===== src/rtl/divider_config_sequencer_if.sv =====
// Software-side bundle for the pulse divider controller: configuration load
// handshake, run control and run status.
// master = control-software side, slave = divider_config_sequencer.
interface divider_config_sequencer_if #(
  parameter int unsigned ROW_W = 16
);

  logic             cfg_valid;
  logic             cfg_ready;
  logic             cfg_select;
  logic [31:0]      cfg_value;
  logic             run_start;
  logic [ROW_W-1:0] run_rows;
  logic             run_abort;
  logic             busy;
  logic [ROW_W-1:0] row_index;
  logic             row_done_pulse;
  logic             run_done_pulse;

  modport master (
    output cfg_valid, cfg_select, cfg_value, run_start, run_rows, run_abort,
    input  cfg_ready, busy, row_index, row_done_pulse, run_done_pulse
  );

  modport slave (
    input  cfg_valid, cfg_select, cfg_value, run_start, run_rows, run_abort,
    output cfg_ready, busy, row_index, row_done_pulse, run_done_pulse
  );

endinterface


===== src/rtl/divider_config_sequencer.sv =====
// Pulse divider controller.
// Serially loads a 32-bit word (MSB first) into either the divider-target or
// the row-points shift register, then sequences row acquisition
// (arm, wait for row_complete, re-arm) and counts completed rows.
// Optional build macro CFG_CLEAR_BEFORE_LOAD_EN: a one-cycle CLEAR state
// pulses the selected shift register's clear line before every load.
module divider_config_sequencer #(
  parameter int unsigned SCLK_HALF = 4,
  parameter int unsigned ROW_W     = 16
) (
  input  logic                      control_clock,
  input  logic                      external_reset,
  divider_config_sequencer_if.slave sw,
  input  logic                      row_complete,
  output logic                      sr_data,
  output logic                      sr_data_clock,
  output logic                      sr_div_data_enable,
  output logic                      sr_div_data_reset,
  output logic                      sr_row_data_enable,
  output logic                      sr_row_data_reset,
  output logic                      div_enable,
  output logic                      rowpack_enable,
  output logic                      row_starting,
  output logic                      reset_row
);

  localparam int unsigned CNT_W = (SCLK_HALF > 1) ? $clog2(SCLK_HALF) : 1;

  typedef enum logic [3:0] {
    IDLE,
`ifdef CFG_CLEAR_BEFORE_LOAD_EN
    CLEAR,
`endif
    SHIFT_LO,
    SHIFT_HI,
    GUARD,
    ARM,
    WAIT_ROW,
    ROW_GAP,
    FINISH
  } state_t;

  state_t           state;
  state_t           state_next;

  logic [CNT_W-1:0] half_cnt;
  logic [4:0]       bit_idx;
  logic [31:0]      load_value;
  logic             load_select;
  logic [ROW_W-1:0] rows_target;
  logic [ROW_W-1:0] row_index_q;
  logic [ROW_W-1:0] row_index_inc;
  logic             row_done_q;

  logic             rc_sync1;
  logic             rc_sync2;
  logic             rc_prev;

  logic             half_done;
  logic             row_edge;
  logic             last_row;
  logic             shifting;

  assign half_done     = (half_cnt == CNT_W'(SCLK_HALF - 1));
  assign row_edge      = rc_sync2 & ~rc_prev;
  assign row_index_inc = row_index_q + ROW_W'(1);
  assign last_row      = (row_index_inc == rows_target);

  // State register.
  always_ff @(posedge control_clock) begin
    if (external_reset) begin
      state <= IDLE;
    end else begin
      state <= state_next;
    end
  end

  // Next-state selection and Moore-style control outputs.
  always_comb begin
    state_next         = state;
    shifting           = 1'b0;
    sw.cfg_ready       = 1'b0;
    sw.busy            = 1'b1;
    sw.run_done_pulse  = 1'b0;
    sr_data            = 1'b0;
    sr_data_clock      = 1'b0;
    sr_div_data_reset  = 1'b0;
    sr_row_data_reset  = 1'b0;
    rowpack_enable     = 1'b0;
    row_starting       = 1'b0;
    reset_row          = 1'b0;

    case (state)
      IDLE: begin
        sw.cfg_ready = 1'b1;
        sw.busy      = 1'b0;
        // A load request takes priority; a run_start in the same cycle is dropped.
        if (sw.cfg_valid) begin
`ifdef CFG_CLEAR_BEFORE_LOAD_EN
          state_next = CLEAR;
`else
          state_next = SHIFT_LO;
`endif
        end else if (sw.run_start) begin
          state_next = (sw.run_rows == '0) ? FINISH : ARM;
        end
      end
`ifdef CFG_CLEAR_BEFORE_LOAD_EN
      CLEAR: begin
        sr_div_data_reset = ~load_select;
        sr_row_data_reset = load_select;
        state_next        = SHIFT_LO;
      end
`endif
      SHIFT_LO: begin
        shifting = 1'b1;
        sr_data  = load_value[bit_idx];
        if (half_done) begin
          state_next = SHIFT_HI;
        end
      end
      SHIFT_HI: begin
        shifting      = 1'b1;
        sr_data       = load_value[bit_idx];
        sr_data_clock = 1'b1;
        if (half_done) begin
          state_next = (bit_idx == 5'd0) ? GUARD : SHIFT_LO;
        end
      end
      GUARD: begin
        shifting = 1'b1;
        if (half_done) begin
          state_next = IDLE;
        end
      end
      ARM: begin
        rowpack_enable = 1'b1;
        reset_row      = 1'b1;
        state_next     = sw.run_abort ? FINISH : WAIT_ROW;
      end
      WAIT_ROW: begin
        rowpack_enable = 1'b1;
        row_starting   = 1'b1;
        // A row edge coincident with abort is still counted before finishing.
        if (row_edge) begin
          state_next = (last_row || sw.run_abort) ? FINISH : ROW_GAP;
        end else if (sw.run_abort) begin
          state_next = FINISH;
        end
      end
      ROW_GAP: begin
        rowpack_enable = 1'b1;
        state_next     = sw.run_abort ? FINISH : ARM;
      end
      FINISH: begin
        sw.run_done_pulse = 1'b1;
        state_next        = IDLE;
      end
      default: begin
        state_next = IDLE;
      end
    endcase

    sr_div_data_enable = shifting & ~load_select;
    sr_row_data_enable = shifting & load_select;
    div_enable         = ~(shifting & ~load_select);
  end

  // Load datapath, half-period timing, row counting and row_complete synchroniser.
  always_ff @(posedge control_clock) begin
    if (external_reset) begin
      half_cnt    <= '0;
      bit_idx     <= '0;
      load_value  <= '0;
      load_select <= 1'b0;
      rows_target <= '0;
      row_index_q <= '0;
      row_done_q  <= 1'b0;
      rc_sync1    <= 1'b0;
      rc_sync2    <= 1'b0;
      rc_prev     <= 1'b0;
    end else begin
      rc_sync1   <= row_complete;
      rc_sync2   <= rc_sync1;
      rc_prev    <= rc_sync2;
      row_done_q <= 1'b0;

      case (state)
        IDLE: begin
          if (sw.cfg_valid) begin
            load_value  <= sw.cfg_value;
            load_select <= sw.cfg_select;
            bit_idx     <= 5'd31;
            half_cnt    <= '0;
          end else if (sw.run_start) begin
            rows_target <= sw.run_rows;
            row_index_q <= '0;
          end
        end
        SHIFT_LO, GUARD: begin
          half_cnt <= half_done ? '0 : half_cnt + CNT_W'(1);
        end
        SHIFT_HI: begin
          half_cnt <= half_done ? '0 : half_cnt + CNT_W'(1);
          if (half_done && (bit_idx != 5'd0)) begin
            bit_idx <= bit_idx - 5'd1;
          end
        end
        WAIT_ROW: begin
          if (row_edge) begin
            row_index_q <= row_index_inc;
            row_done_q  <= 1'b1;
          end
        end
        default: begin
        end
      endcase
    end
  end

  assign sw.row_index      = row_index_q;
  assign sw.row_done_pulse = row_done_q;

endmodule


===== src/flat_wrapper.sv =====
// flat-port wrapper written by rule: the top's interface ports become plain ports
module divider_config_sequencer_flat 
#(
  parameter int unsigned SCLK_HALF = 4,
  parameter int unsigned ROW_W     = 16
)
  (control_clock, external_reset, row_complete, sr_data, sr_data_clock, sr_div_data_enable, sr_div_data_reset, sr_row_data_enable, sr_row_data_reset, div_enable, rowpack_enable, row_starting, reset_row, sw_cfg_valid, sw_cfg_select, sw_cfg_value, sw_run_start, sw_run_rows, sw_run_abort, sw_cfg_ready, sw_busy, sw_row_index, sw_row_done_pulse, sw_run_done_pulse);
  divider_config_sequencer_if #(.ROW_W(ROW_W)) sw_i ();
  input  logic control_clock;
  input  logic external_reset;
  input  logic row_complete;
  output logic sr_data;
  output logic sr_data_clock;
  output logic sr_div_data_enable;
  output logic sr_div_data_reset;
  output logic sr_row_data_enable;
  output logic sr_row_data_reset;
  output logic div_enable;
  output logic rowpack_enable;
  output logic row_starting;
  output logic reset_row;
  input wire logic [$bits(sw_i.cfg_valid)-1:0] sw_cfg_valid;
  input wire logic [$bits(sw_i.cfg_select)-1:0] sw_cfg_select;
  input wire logic [$bits(sw_i.cfg_value)-1:0] sw_cfg_value;
  input wire logic [$bits(sw_i.run_start)-1:0] sw_run_start;
  input wire logic [$bits(sw_i.run_rows)-1:0] sw_run_rows;
  input wire logic [$bits(sw_i.run_abort)-1:0] sw_run_abort;
  output wire logic [$bits(sw_i.cfg_ready)-1:0] sw_cfg_ready;
  output wire logic [$bits(sw_i.busy)-1:0] sw_busy;
  output wire logic [$bits(sw_i.row_index)-1:0] sw_row_index;
  output wire logic [$bits(sw_i.row_done_pulse)-1:0] sw_row_done_pulse;
  output wire logic [$bits(sw_i.run_done_pulse)-1:0] sw_run_done_pulse;
  assign sw_i.cfg_valid = sw_cfg_valid;
  assign sw_i.cfg_select = sw_cfg_select;
  assign sw_i.cfg_value = sw_cfg_value;
  assign sw_i.run_start = sw_run_start;
  assign sw_i.run_rows = sw_run_rows;
  assign sw_i.run_abort = sw_run_abort;
  assign sw_cfg_ready = sw_i.cfg_ready;
  assign sw_busy = sw_i.busy;
  assign sw_row_index = sw_i.row_index;
  assign sw_row_done_pulse = sw_i.row_done_pulse;
  assign sw_run_done_pulse = sw_i.run_done_pulse;
  divider_config_sequencer #(.SCLK_HALF(SCLK_HALF), .ROW_W(ROW_W)) u_core (.control_clock(control_clock), .external_reset(external_reset), .sw(sw_i), .row_complete(row_complete), .sr_data(sr_data), .sr_data_clock(sr_data_clock), .sr_div_data_enable(sr_div_data_enable), .sr_div_data_reset(sr_div_data_reset), .sr_row_data_enable(sr_row_data_enable), .sr_row_data_reset(sr_row_data_reset), .div_enable(div_enable), .rowpack_enable(rowpack_enable), .row_starting(row_starting), .reset_row(reset_row));
endmodule

===== config.mk =====
export PLATFORM = sky130hd
export DESIGN_NAME = divider_config_sequencer_flat
export DESIGN_NICKNAME = d
export VERILOG_FILES = /design/src/rtl/divider_config_sequencer_if.sv /design/src/rtl/divider_config_sequencer.sv /design/src/flat_wrapper.sv
export SDC_FILE = /design/constraint.sdc
export NUM_CORES = 1
export LEC_CHECK = 0
export CORE_UTILIZATION = 30
export DETAILED_ROUTE_END_ITERATION = 7
export MAX_ROUTING_LAYER = met4
export PLACE_DENSITY = 0.55
export SLEW_MARGIN = 20
export SYNTH_ARGS = -nofsm -noshare
export SYNTH_HDL_FRONTEND = slang
export SYNTH_SLANG_ARGS = --single-unit

===== constraint.sdc =====
create_clock -name control_clock -period 2.45 [get_ports control_clock]
set_clock_uncertainty 0.15 [all_clocks]
set_input_delay 0.49 -clock control_clock [delete_from_list [all_inputs] [get_ports control_clock]]
set_output_delay 0.49 -clock control_clock [all_outputs]
set_load 0.02 [all_outputs]

==> reports/metrics.csv <==
stage,metric,value,unit
clock_network,Clock transition at path regs,70,ps
timing,post-route clock period utilization,115,%
worst_setup_path,CP Max Fanout,7,
worst_setup_path,Critical path origin,u_core.bit_idx[0]$_SDFFE_PP0P_,
grt,total track usage,16.8,%
place,Buffers on Ports,82,
finish,"most common cell after layout, fill and taps aside",nand2_1,
clock_network,Clock Sinks,79,
finish,FILL cells,1326,
clock_network,CTS tree,done,
clock_network,CTS hold repair buffers,0,
synth,Post-synth EDFFs,0,
timing,Slew @ Worst Pin,827,ps
finish,Ant. Diodes,0,
grt,largest net degree at the start of global routing,79,
place,HPWL reported at the end of detailed placement,8080,microns
grt,GR Layer Usage met2,24.7,%
timing,Slew Limit Fails,0,
worst_setup_path,cell mode on critical path,mux4_2,
clock_network,Num CTS Buffers,9,
grt,met1 Use GR,23.1,%
synth,Yosys Warn Count,0,
hold_path,hold crit path type,register to register,
synth,predominant post-synthesis flop cell,dfxtp_1,
route,antenna-violating nets left,0,
power_and_ir_drop,Lkg Pwr,2.20,nW
synth,Avg Inst Size Synth,8.26,sq um
clock_network,root buffer cell,clkbuf_16,
route,DRC Markers,0,
worst_setup_path,Slowest cell on crit path,mux4_2,
finish,Util after Layout,43.2,%
synth,Mapped Cells,485,
route,DR vias/cell,4.86,
hold_path,hold wc startpoint,u_core.load_value[10]$_SDFFE_PP0P_,
synth,Post-synth ARST share,0,%
floorplan,Rows,41,
route,Post-Route WL,11000,microns
floorplan,die area,0.0138,sq mm
worst_setup_path,R2R Path Start,u_core.bit_idx[0]$_SDFFE_PP0P_,
synth,Synth Register Bits,79,
floorplan,core footprint,0.0128,sq mm
finish,most frequent cells in the layout,"84 x nand2_1, 74 x clkdlybuf4s50_1, 74 x dfxtp_1",
grt,GRT met3 Usage,2.71,%
floorplan,height of the die,118,microns
worst_setup_path,Worst EP required,1810,ps
grt,global-route wire length before repair,18100,microns
route,Starting DRT DRC Count,181,
timing,Max-slew headroom,44.9,%
outcome,failing checks,setup timing,
floorplan,Die W,118,microns
run,max-cap viol count,0,
grt,global routing's busiest layer,met2,
clock_network,CTS H-tree depth,3,
worst_setup_path,"Largest stage delay, worst path",500,ps
worst_setup_path,Setup crit end kind,output port,
grt,GRT overflow,0,
route,vias,3703,
synth,Syn Std Cell Area,0.00401,sq mm
place,GPL Wtd Cong,0.827,
grt,vias in the first global route,3568,
clock_network,Max Root-Sink Buffers,2,
worst_setup_path,startpoint types,register,
grt,antenna violations before repair,0,
clock_network,clock latency on the worst-skew pair,340,ps
worst_setup_path,crit path cell chain,buf_12 > mux4_2 > mux4_2 > mux2i_1 > nor3_1 > buf_2,
outcome,status,"finished, violations left",
route,First-pass DRT Iterations,4,
timing,final setup fails,1,
floorplan,Initial Util,31.2,%
finish,share of cells above drive strength 1,15.8,%
synth,"Seq/Total Area, Yosys",39.5,%
finish,area delta synth->final,38.2,%
power_and_ir_drop,maximum VDD drop,314,uV
synth,"Distinct cells, synth",52,
timing,crit path time final,2820,ps
route,drt wl/cell,14.4,microns
finish,number of standard cells in the final layout excluding fillers,762,
worst_setup_path,critical setup path kind,register to output port,
worst_setup_path,Critical Path AT,2180,ps
timing,Final Hold Viols,0,
timing,Max Fclk,0.355,GHz
place,placed cells,744,
timing,setup repair after global routing missed its margin,true,
power_and_ir_drop,PwrDens,663,mW/mm^2
floorplan,I/O Pins,85,
finish,Final Net Count,643,
timing,fin worst setup slack,-367,ps
[through the flow]
step / total power, mW / setup WS [ps] / hold slack [ps] / cell area (sq um) / setup TNS (ps)
5_1_grt: 3.86 / -489 / 320 / 5540 / -532
2_1_floorplan: 2.05 / 51.2 / 264 / 4010 / 0
3_3_place_gp: 2.38 / -473 / 281 / 5180 / -473
6_report: 3.68 / -367 / 306 / 5540 / -367
4_1_cts: 3.71 / -402 / 306 / 5480 / -576
3_5_place_dp: 2.40 / -461 / 290 / 5180 / -461
[flip-flops by register name, indices dropped and copies added (netlist names)]
register,count
u_core.rc_sync1,1
u_core.load_select,1
u_core.state,3
u_core.half_cnt,2
u_core.rc_prev,1
u_core.sw.row_done_pulse,1
u_core.rc_sync2,1
u_core.bit_idx,5
u_core.load_value,32
u_core.sw.row_index,16
u_core.rows_target,16
[where the power goes]
part,internal (mW),switching [mW],total (mW)
registers,1.40,0.101,1.50
clock network,0.711,0.591,1.30
logic,0.444,0.428,0.872
[routing by layer]
| layer | wire length [microns] | vias up |
|---|---|---|
| met5 | 0 | - |
| met4 | 82 | 0 |
| met3 | 487 | 5 |
| met2 | 4900 | 80 |
| met1 | 5530 | 1734 |
| li1 | - | 1884 |
[Yosys cell counts, drive strengths merged, types with 5 or more instances]
cell	count	area, sq um
nor2b	6	37.5
o21ai	17	85.1
xnor2	16	140
nor2	54	203
nor4	10	62.6
buf	15	104
inv	6	22.5
and2	5	31.3
dfxtp	79	1580
nand3	9	45.0
mux4	10	225
or3	6	38.8
nand4	8	50.1
clkbuf	23	97.6
a31oi	5	31.3
xor2	10	95.1
mux2i	18	180
nor3	8	40.0
nand2	86	330
a21oi	54	270
[final cells by class]
cell class                 count  area [sq um]  area share [%]
clock inverter                 7          62.6            1.13
timing repair buffer         126          1170            21.2
multi-input combinational    363          2250            40.6
inverter                       6          22.5           0.407
sequential                    79          1590            28.7
clock buffer                   9           225            4.07
tap                          172           215            3.89
[worst paths after layout]
path | end | cells past startpoint | slack, ps
setup / recovery | sr_data | 6 | -370
hold / removal | u_core.load_value[10]$_SDFFE_PP0P_ | 2 | 310
setup reg to reg | u_core.bit_idx[1]$_SDFFE_PP0P_ | 10 | 120
hold reg to reg | u_core.load_value[10]$_SDFFE_PP0P_ | 2 | 310
[critical path: cells and delay by family, from the launching register on]
| family | cells | cell delay [ps] |
|---|---|---|
| simple gates | 1 | 70 |
| mux | 3 | 1120 |
| buf+inv | 2 | 290 |
| flops | 1 | 350 |
[kinds of logic (layout without fill, tap and decap cells)]
family	Yosys count	in the layout	share of synthesized area (%)
compound gates	95	95	13.5
other cells	1	2	0.0936
simple gates	209	209	24.4
buf+inv	44	148	5.59
flops	79	79	39.5
fa+ha+maj	3	3	0.937
xor+xnor	26	26	5.87
mux	28	28	10.1
[timing repair]
| action | CTS | global route |
|---|---|---|
| resized for setup | 13 | 12 |
| setup buffers | 1 | 1 |
| pin swaps | 0 | 2 |
| setup endpoints to repair | 11 | 10 |
(Power assumes the default switching activity.)
